===== src/rtl/stack_arbiter.sv =====
// Two-requester round-robin front end for a status-less LIFO: tracks occupancy,
// rejects overflow/underflow, returns pop data and drains the stack on flush.
// Optional build macro STACK_ARB_STATS_EN adds saturating overflow/underflow counters.
module stack_arbiter #(
    parameter int WIDTH = 18,
    parameter int SIZE  = 1
) (
    input  logic               clk,
    input  logic               reset,
    input  logic [1:0]         req_valid,
    input  logic [1:0]         req_op,
    input  logic [2*WIDTH-1:0] req_data,
    output logic [1:0]         req_ready,
    output logic [1:0]         rsp_valid,
    output logic [WIDTH-1:0]   rsp_data,
    output logic               rsp_err,
    input  logic               flush,
    output logic               busy,
    output logic               flush_done,
    output logic [SIZE:0]      count,
    output logic               full,
    output logic               empty,
    output logic               stk_push,
    output logic               stk_pop,
    output logic [WIDTH-1:0]   stk_data_in,
    input  logic [WIDTH-1:0]   stk_data_out
`ifdef STACK_ARB_STATS_EN
    ,
    output logic [15:0]        ovf_cnt,
    output logic [15:0]        unf_cnt
`endif
);

    localparam logic [SIZE:0] C_DEPTH = (SIZE+1)'(2**SIZE);
    localparam logic [SIZE:0] C_ONE   = (SIZE+1)'(1);

    typedef enum logic {S_RUN, S_FLUSH} state_t;

    state_t           r_state;
    state_t           w_state_nxt;
    logic             r_rr_ptr;
    logic [SIZE:0]    r_count;
    logic [1:0]       r_rsp_valid;
    logic [WIDTH-1:0] r_rsp_data;
    logic             r_rsp_err;
    logic             r_flush_done;

    logic             w_grant;
    logic             w_win;
    logic             w_op;
    logic             w_push_ok;
    logic             w_pop_ok;
    logic             w_reject;
    logic             w_push_rej;
    logic             w_pop_rej;
    logic             w_flush_fin;
    logic             w_full;
    logic             w_empty;

    assign w_full  = (r_count == C_DEPTH);
    assign w_empty = (r_count == '0);

    // State register
    always_ff @(posedge clk or negedge reset) begin
        if (!reset) begin
            r_state <= S_RUN;
        end else begin
            r_state <= w_state_nxt;
        end
    end

    // Next-state logic; flush is only sampled in RUN
    always_comb begin
        w_state_nxt = r_state;
        case (r_state)
            S_RUN: begin
                if (flush && !w_empty) begin
                    w_state_nxt = S_FLUSH;
                end
            end
            S_FLUSH: begin
                if (r_count <= C_ONE) begin
                    w_state_nxt = S_RUN;
                end
            end
            default: w_state_nxt = S_RUN;
        endcase
    end

    // Output logic: arbitration, stack strobes and flush drain.
    // Grants are also gated by reset so the stack sees no strobe while held in reset.
    always_comb begin
        w_grant     = 1'b0;
        w_win       = 1'b0;
        w_op        = 1'b0;
        w_push_ok   = 1'b0;
        w_pop_ok    = 1'b0;
        w_push_rej  = 1'b0;
        w_pop_rej   = 1'b0;
        w_flush_fin = 1'b0;
        req_ready   = 2'b00;
        stk_push    = 1'b0;
        stk_pop     = 1'b0;
        stk_data_in = '0;
        busy        = 1'b0;
        case (r_state)
            S_RUN: begin
                if (flush) begin
                    w_flush_fin = w_empty;
                end else if (reset && (req_valid != 2'b00)) begin
                    w_grant = 1'b1;
                    w_win   = (&req_valid) ? r_rr_ptr : req_valid[1];
                    w_op    = w_win ? req_op[1] : req_op[0];
                    req_ready = w_win ? 2'b10 : 2'b01;
                    if (!w_op) begin
                        w_push_ok  = !w_full;
                        w_push_rej = w_full;
                    end else begin
                        w_pop_ok  = !w_empty;
                        w_pop_rej = w_empty;
                    end
                end
                stk_push = w_push_ok;
                stk_pop  = w_pop_ok;
                if (w_push_ok) begin
                    stk_data_in = w_win ? req_data[2*WIDTH-1:WIDTH] : req_data[WIDTH-1:0];
                end
            end
            S_FLUSH: begin
                busy        = 1'b1;
                stk_pop     = !w_empty;
                w_flush_fin = (r_count == C_ONE);
            end
            default: ;
        endcase
    end

    assign w_reject = w_push_rej | w_pop_rej;

    // Occupancy follows the stack strobes exactly, so count and the stack pointer stay in step
    always_ff @(posedge clk or negedge reset) begin
        if (!reset) begin
            r_count      <= '0;
            r_rr_ptr     <= 1'b0;
            r_rsp_valid  <= 2'b00;
            r_rsp_data   <= '0;
            r_rsp_err    <= 1'b0;
            r_flush_done <= 1'b0;
        end else begin
            if (stk_push) begin
                r_count <= r_count + C_ONE;
            end else if (stk_pop) begin
                r_count <= r_count - C_ONE;
            end
            if (w_grant) begin
                r_rr_ptr <= ~w_win;
            end
            r_rsp_valid  <= req_ready;
            r_rsp_err    <= w_reject;
            r_rsp_data   <= w_pop_ok ? stk_data_out : '0;
            r_flush_done <= w_flush_fin;
        end
    end

`ifdef STACK_ARB_STATS_EN
    logic [15:0] r_ovf_cnt;
    logic [15:0] r_unf_cnt;

    function automatic logic [15:0] sat_inc(input logic [15:0] v);
        return (v == 16'hFFFF) ? v : v + 16'd1;
    endfunction

    always_ff @(posedge clk or negedge reset) begin
        if (!reset) begin
            r_ovf_cnt <= '0;
            r_unf_cnt <= '0;
        end else begin
            if (w_push_rej) begin
                r_ovf_cnt <= sat_inc(r_ovf_cnt);
            end
            if (w_pop_rej) begin
                r_unf_cnt <= sat_inc(r_unf_cnt);
            end
        end
    end

    assign ovf_cnt = r_ovf_cnt;
    assign unf_cnt = r_unf_cnt;
`endif

    assign rsp_valid  = r_rsp_valid;
    assign rsp_data   = r_rsp_data;
    assign rsp_err    = r_rsp_err;
    assign flush_done = r_flush_done;
    assign count      = r_count;
    assign full       = w_full;
    assign empty      = w_empty;

endmodule


===== config.mk =====
export PLATFORM = sky130hd
export DESIGN_NAME = stack_arbiter
export DESIGN_NICKNAME = d
export VERILOG_FILES = /design/src/rtl/stack_arbiter.sv
export SDC_FILE = /design/constraint.sdc
export NUM_CORES = 1
export LEC_CHECK = 0
export ABC_AREA = 0
export CORE_MARGIN = 5
export CORE_UTILIZATION = 35
export DETAILED_ROUTE_END_ITERATION = 7
export PLACE_DENSITY = 0.86
export SYNTH_ARGS = -nofsm -noshare
export SYNTH_HDL_FRONTEND = slang
export SYNTH_SLANG_ARGS = --single-unit

===== constraint.sdc =====
create_clock -name clk -period 5.7 [get_ports clk]
set_input_delay 0.57 -clock clk [delete_from_list [all_inputs] [get_ports clk]]
set_output_delay 0.57 -clock clk [all_outputs]
set_load 0.01 [all_outputs]

# Word level (Yosys, flattened, before mapping)
# Index checks and enable logic that the tools add are counted.
[word_totals] register_bits=26 input_bits=61 out_inout_bits=49 wordCells=66
[classes] add_sub_neg=2 order_cmp=1 n_eq_ne=2 n_mux=43 bitwise_logic=3 reduce_logical=8
[ops] op="two-way mux 18 bit" n=4
[ops] op="two-way mux 1 bit" n=30
[ops] op="two-way mux 2 bit" n=6
[ops] op="one-hot mux 1 bit (2 select lines)" n=3
[ops] op="nonzero test 2 bit" n=2
[ops] op="adder 2 x 1 -> 2 bit (second input constant)" n=1
[ops] op="equality test 2 x 1 -> 1 bit (second input constant)" n=1
[ops] op="equality test 2 bit (second input constant)" n=1
[ops] op="<= comparator 2 x 1 -> 1 bit (second input constant)" n=1
[ops] op="logical AND 1 bit" n=2
[ops] op="zero test 1 bit" n=2
[ops] op="zero test 2 bit" n=1
[ops] op="inverter 1 bit" n=2
[ops] op="AND reduction 2 bit" n=1
[ops] op="subtractor 2 x 1 -> 2 bit (second input constant)" n=1
[ops] op="OR 1 bit" n=1

# Depth between registers and ports, before layout
[logic_depth] depth_word=9 mapped_depth=7 ltp_nobuf=6

# Worst setup path before layout
# OpenSTA, ideal clock, no wires.
[synth_path] kind="input-to-output" start="in flush" end="out stk_data_in[0]" t_arrival_ps=1984 t_required_ps=5130 slack_ps=3146 path_stages=6 path_buffers=2 path_cell_list="o21bai_1 -> or3b_4 -> or4_4 -> buf_6 -> buf_6 -> a21oi_2"
[synth_via] elab_chain_len=5 elab_cells_between_ends=7 classes_between="mux (7)"
[synth_rtl] item="start: declaration" line="17" source="input logic flush,"
[synth_rtl] item="two-way mux 1 bit" line="108" source="if (flush) begin"
[synth_rtl] item="two-way mux 1 bit" line="106" source="case (r_state)"
[synth_rtl] item="two-way mux 18 bit" line="126" source="stk_data_in = w_win ? req_data[2*WIDTH-1:WIDTH] : req_data[WIDTH-1:0];"
[synth_rtl] item="two-way mux 18 bit *" line="125" source="if (w_push_ok) begin"
[synth_rtl] item="two-way mux 18 bit *" line="106"
[synth_rtl] item="end: declaration" line="25" source="output logic [WIDTH-1:0] stk_data_in,"
# Every way passes the cells marked *; elsewhere a longest branch is shown, timed or not. The select of a mux whose other input is x is not followed.

# Worst setup path in the final report
[layout_path] start="in reset" end="out stk_data_in[11]"
[layout_via] elab_chain_len=7 elab_cells_between_ends=10 classes_between="mux (9); reduce/logical (1)"
[layout_rtl] item="start: declaration" line="9" source="input logic reset,"
[layout_rtl] item="logical AND 1 bit *" line="110" source="end else if (reset && (req_valid != 2'b00)) begin"
[layout_rtl] item="two-way mux 1 bit" line="110"
[layout_rtl] item="two-way mux 1 bit" line="108"
[layout_rtl] item="two-way mux 1 bit" line="106"
[layout_rtl] item="two-way mux 18 bit" line="126"
[layout_rtl] item="two-way mux 18 bit *" line="125"
[layout_rtl] item="two-way mux 18 bit *" line="106"
# Marked as above.

==> qor.csv <==
stage,metric,value,unit
cells_and_area,# fillers,310,
pwr,internal power,0.000416,W
cells_and_area,number of nets in the final layout,315,
cts,clock latency on the worst-skew pair,0.27,ns
yosys,dominant cell type by area after synthesis,dfrtp_1,
drt,drt first pass iters,3,
hold_path,hold path start,r_rr_ptr,
yosys,Synth Instances,143,
pwr,sequential power share,37.7,%
cts,postcts setup bufs,0,
yosys,top post-synthesis cells by area,"dfrtp_1 49%, nand2_1 12%, and2_1 8.5%",
die,core area,0.00366,sq mm
placed_design,Routability Congestion,0.725,
yosys,Synth top area share,49.4,%
timing,Achievable Freq,267,MHz
pwr,Design Power,0.000602,W
worst_setup_path,Max stage delay on crit path,0.59,ns
drt,DRC viols,0,
timing,RSZ-0062 raised after global routing,no,
yosys,Yosys reg bits,26,
yosys,sequential-to-total area share from yosys stat,49.4,%
job,maxcap violations,0,
cts,Clock transition at path regs,0.08,ns
grt,global route total overflow,0,
worst_setup_path,Worst Setup End Kind,output pin,
cts,clk buf depth,2,
worst_setup_path,CP top delay family,buffers and inverters,
drt,Detail Route Antenna Nets,0,
worst_setup_path,crit path cell chain,clkdlybuf4s50_1 > buf_4 > or3b_4 > or4_4 > a21oi_1 > clkdlybuf4s50_1,
die,FP Rows,22,
timing,worst relative slew slack,48.3,%
die,die width,71.4,microns
timing,Final Hold Viols,0,
hold_path,hold depth,1,
pwr,worst vdd ir,0.150,mV
timing,Pins Over Slew Limit,0,
drt,routed vias/inst,4.44,
pwr,Sw Ratio,30.8,%
status,status,finished clean,
pwr,Leak,1.07,nW
die,Ports,110,
cts,# clock sinks,26,
drt,Iter 0 DRT Violations,96,
pwr,Combinational Power Share,42.9,%
die,starting density of the core,36.0,%
pwr,Sw Pwr,0.000186,W
placed_design,HPWL after DPL,3.27,mm
worst_setup_path,critical path's most frequent cell,clkdlybuf4s50_1,
yosys,cell area after synthesis,0.00132,sq mm
placed_design,# port buffers,109,
worst_setup_path,Crit Path Category,primary input to output pin,
yosys,Post-Syn Area per Cell,9.21,sq um
yosys,Synth cell types,27,
cts,Root Buffer,clkbuf_8,
worst_setup_path,CP max FO,30,
worst_setup_path,WP depth,6,
timing,crit path time final,3.74,ns
hold_path,worst min-delay path class,flop to flop,
worst_setup_path,Buf/Inv on CP,3,
grt,vias in the first global route,1297,
cells_and_area,share of layout cells above drive strength 1,7.20,%
worst_setup_path,Worst R2R Path Depth,6,
timing,Final period util,65.6,%
grt,initial antenna violation count,0,
grt,first-pass GRT wire length,6.40,mm
yosys,Synthesized Nets,207,
die,die height,71.4,microns
worst_setup_path,Slowest cell on crit path,or4_4,
cts,TritonCTS clock tree,yes,
timing,actual slew at the worst max-slew pin,0.773,ns
drt,WL per Instance,13.9,microns
cells_and_area,diode count,0,
worst_setup_path,RR Endpoint,count[0],
timing,clock skew,0.00221,ns
worst_setup_path,Critical Path RT,5.13,ns
drt,vias post-DR,1324,
cts,"Hold-fix buffers, CTS",0,
grt,GRT Total Usage,15.6,%
timing,Fin Setup TNS,0,ns
pwr,Pwr per Cell Area,242,mW/mm^2
die,Die ar.,0.00509,sq mm
worst_setup_path,Worst EP arrival,3.17,ns
worst_setup_path,reg-to-reg startpoint,count[0],
worst_setup_path,critical path startpoint category,primary input,
cts,# resized after CTS,0,
yosys,YS warnings,0,
pwr,Clock power frac,19.4,%
timing,final setup violation count,0,
cts,TritonCTS Buffers,3,
cells_and_area,"commonest non-fill, non-tap cells in the layout","109 x clkdlybuf4s50_1, 42 x nand2_1, 26 x dfrtp_1",
cts,htree depth,1,
cells_and_area,Area Growth Syn to Fin,89.0,%
cells_and_area,"commonest non-fill, non-tap cell in the layout",clkdlybuf4s50_1,
hold_path,WHS Endpoint,r_rr_ptr,
grt,largest net degree at the start of global routing,31,
drt,DRT Wirelength,4.15,mm
worst_setup_path,FF-to-FF setup slack,3.59,ns
==> worst max-delay path by stage <==
stage                     slack, ns              end  start
after floorplan                3.15   stk_data_in[0]  flush
after global placement         1.99   stk_data_in[7]  reset
after detailed placement       1.92  stk_data_in[11]  reset
after CTS                      1.91  stk_data_in[11]  reset
after global routing           1.77  stk_data_in[11]  reset
final                          1.96  stk_data_in[11]  reset
==> metrics by stage <==
step	instance area, sq um	util, %	worst slack, ns	std cells	hold WS [ns]
final	2490	68.0	1.96	298	0.498
after global routing	2490	68.0	1.77	298	0.514
after CTS	2490	68.0	1.91	298	0.508
after detailed placement	2430	66.5	1.92	294	0.490
after global placement	2430	66.5	1.99	294	0.465
after floorplan	1320	-	3.15	143	0.274
==> state kept, by name, indices dropped and copies added (netlist names) <==
| signal | flops |
|---|---|
| count | 2 |
| rsp_data | 18 |
| flush_done | 1 |
| rsp_err | 1 |
| r_rr_ptr | 1 |
| r_state | 1 |
| rsp_valid | 2 |
==> synth_stat cells <==
cell type	count
or3b_4	1
and4_1	1
a211o_1	1
xnor2_1	1
buf_6	2
dfrtp_1	26
nor2_1	2
nand2b_1	2
a21boi_0	1
nand2_1	42
clkbuf_1	5
a21oi_2	10
and2_1	18
nand4_1	1
or4_4	1
o32ai_1	1
ha_1	3
o21ai_0	4
o21ba_2	1
o21ai_1	1
or4b_1	1
a21o_1	1
inv_1	4
and3_1	1
o21bai_1	1
a21oi_1	10
nor3b_1	1
==> final cells by class <==
cell class                 count  area, sq um  area share, %
clock buffer                   4         55.1           2.21
inverter                       4         15.0          0.603
multi-input combinational    106          611           24.5
sequential                    26          651           26.1
tap                           48         60.1           2.41
timing repair buffer         110         1100           44.1
==> power groups by stage <==
stage	Clock (W)	Sequential (W)	Combinational [W]
after floorplan	0	0.000237	0.000111
after global placement	0	0.000230	0.000256
after detailed placement	0	0.000231	0.000261
after CTS	0.000120	0.000227	0.000263
after global routing	0.000127	0.000231	0.000283
final	0.000117	0.000227	0.000258
==> worst register-to-register path: stages (launching register included) <==
cell and delay (ns):
dfrtp_1 0.42, inv_1 0.08, ha_1 0.26, or4b_1 0.53, o21ba_2 0.47, nor3b_1 0.11
xnor2_1 0.14
==> per-layer routing <==
layer	global-route usage (%)	vias up	share of wire [%]
met5	0	-	0
met4	3.13	0	1.1
li1	-	681	-
met2	27.9	46	52
met1	18.5	591	40
met3	4.49	6	7.2
==> logic make-up (layout without fill, tap and decap cells) <==
logic type      after synthesis  after routing  synth area share, %
compound gates               31             31                 16.1
buf+inv                      11            118                 4.27
fa+ha+maj                     3              3                 2.85
flops                        26             26                 49.4
simple gates                 71             71                 26.7
xor+xnor                      1              1                0.665
(Power assumes the default switching activity.)
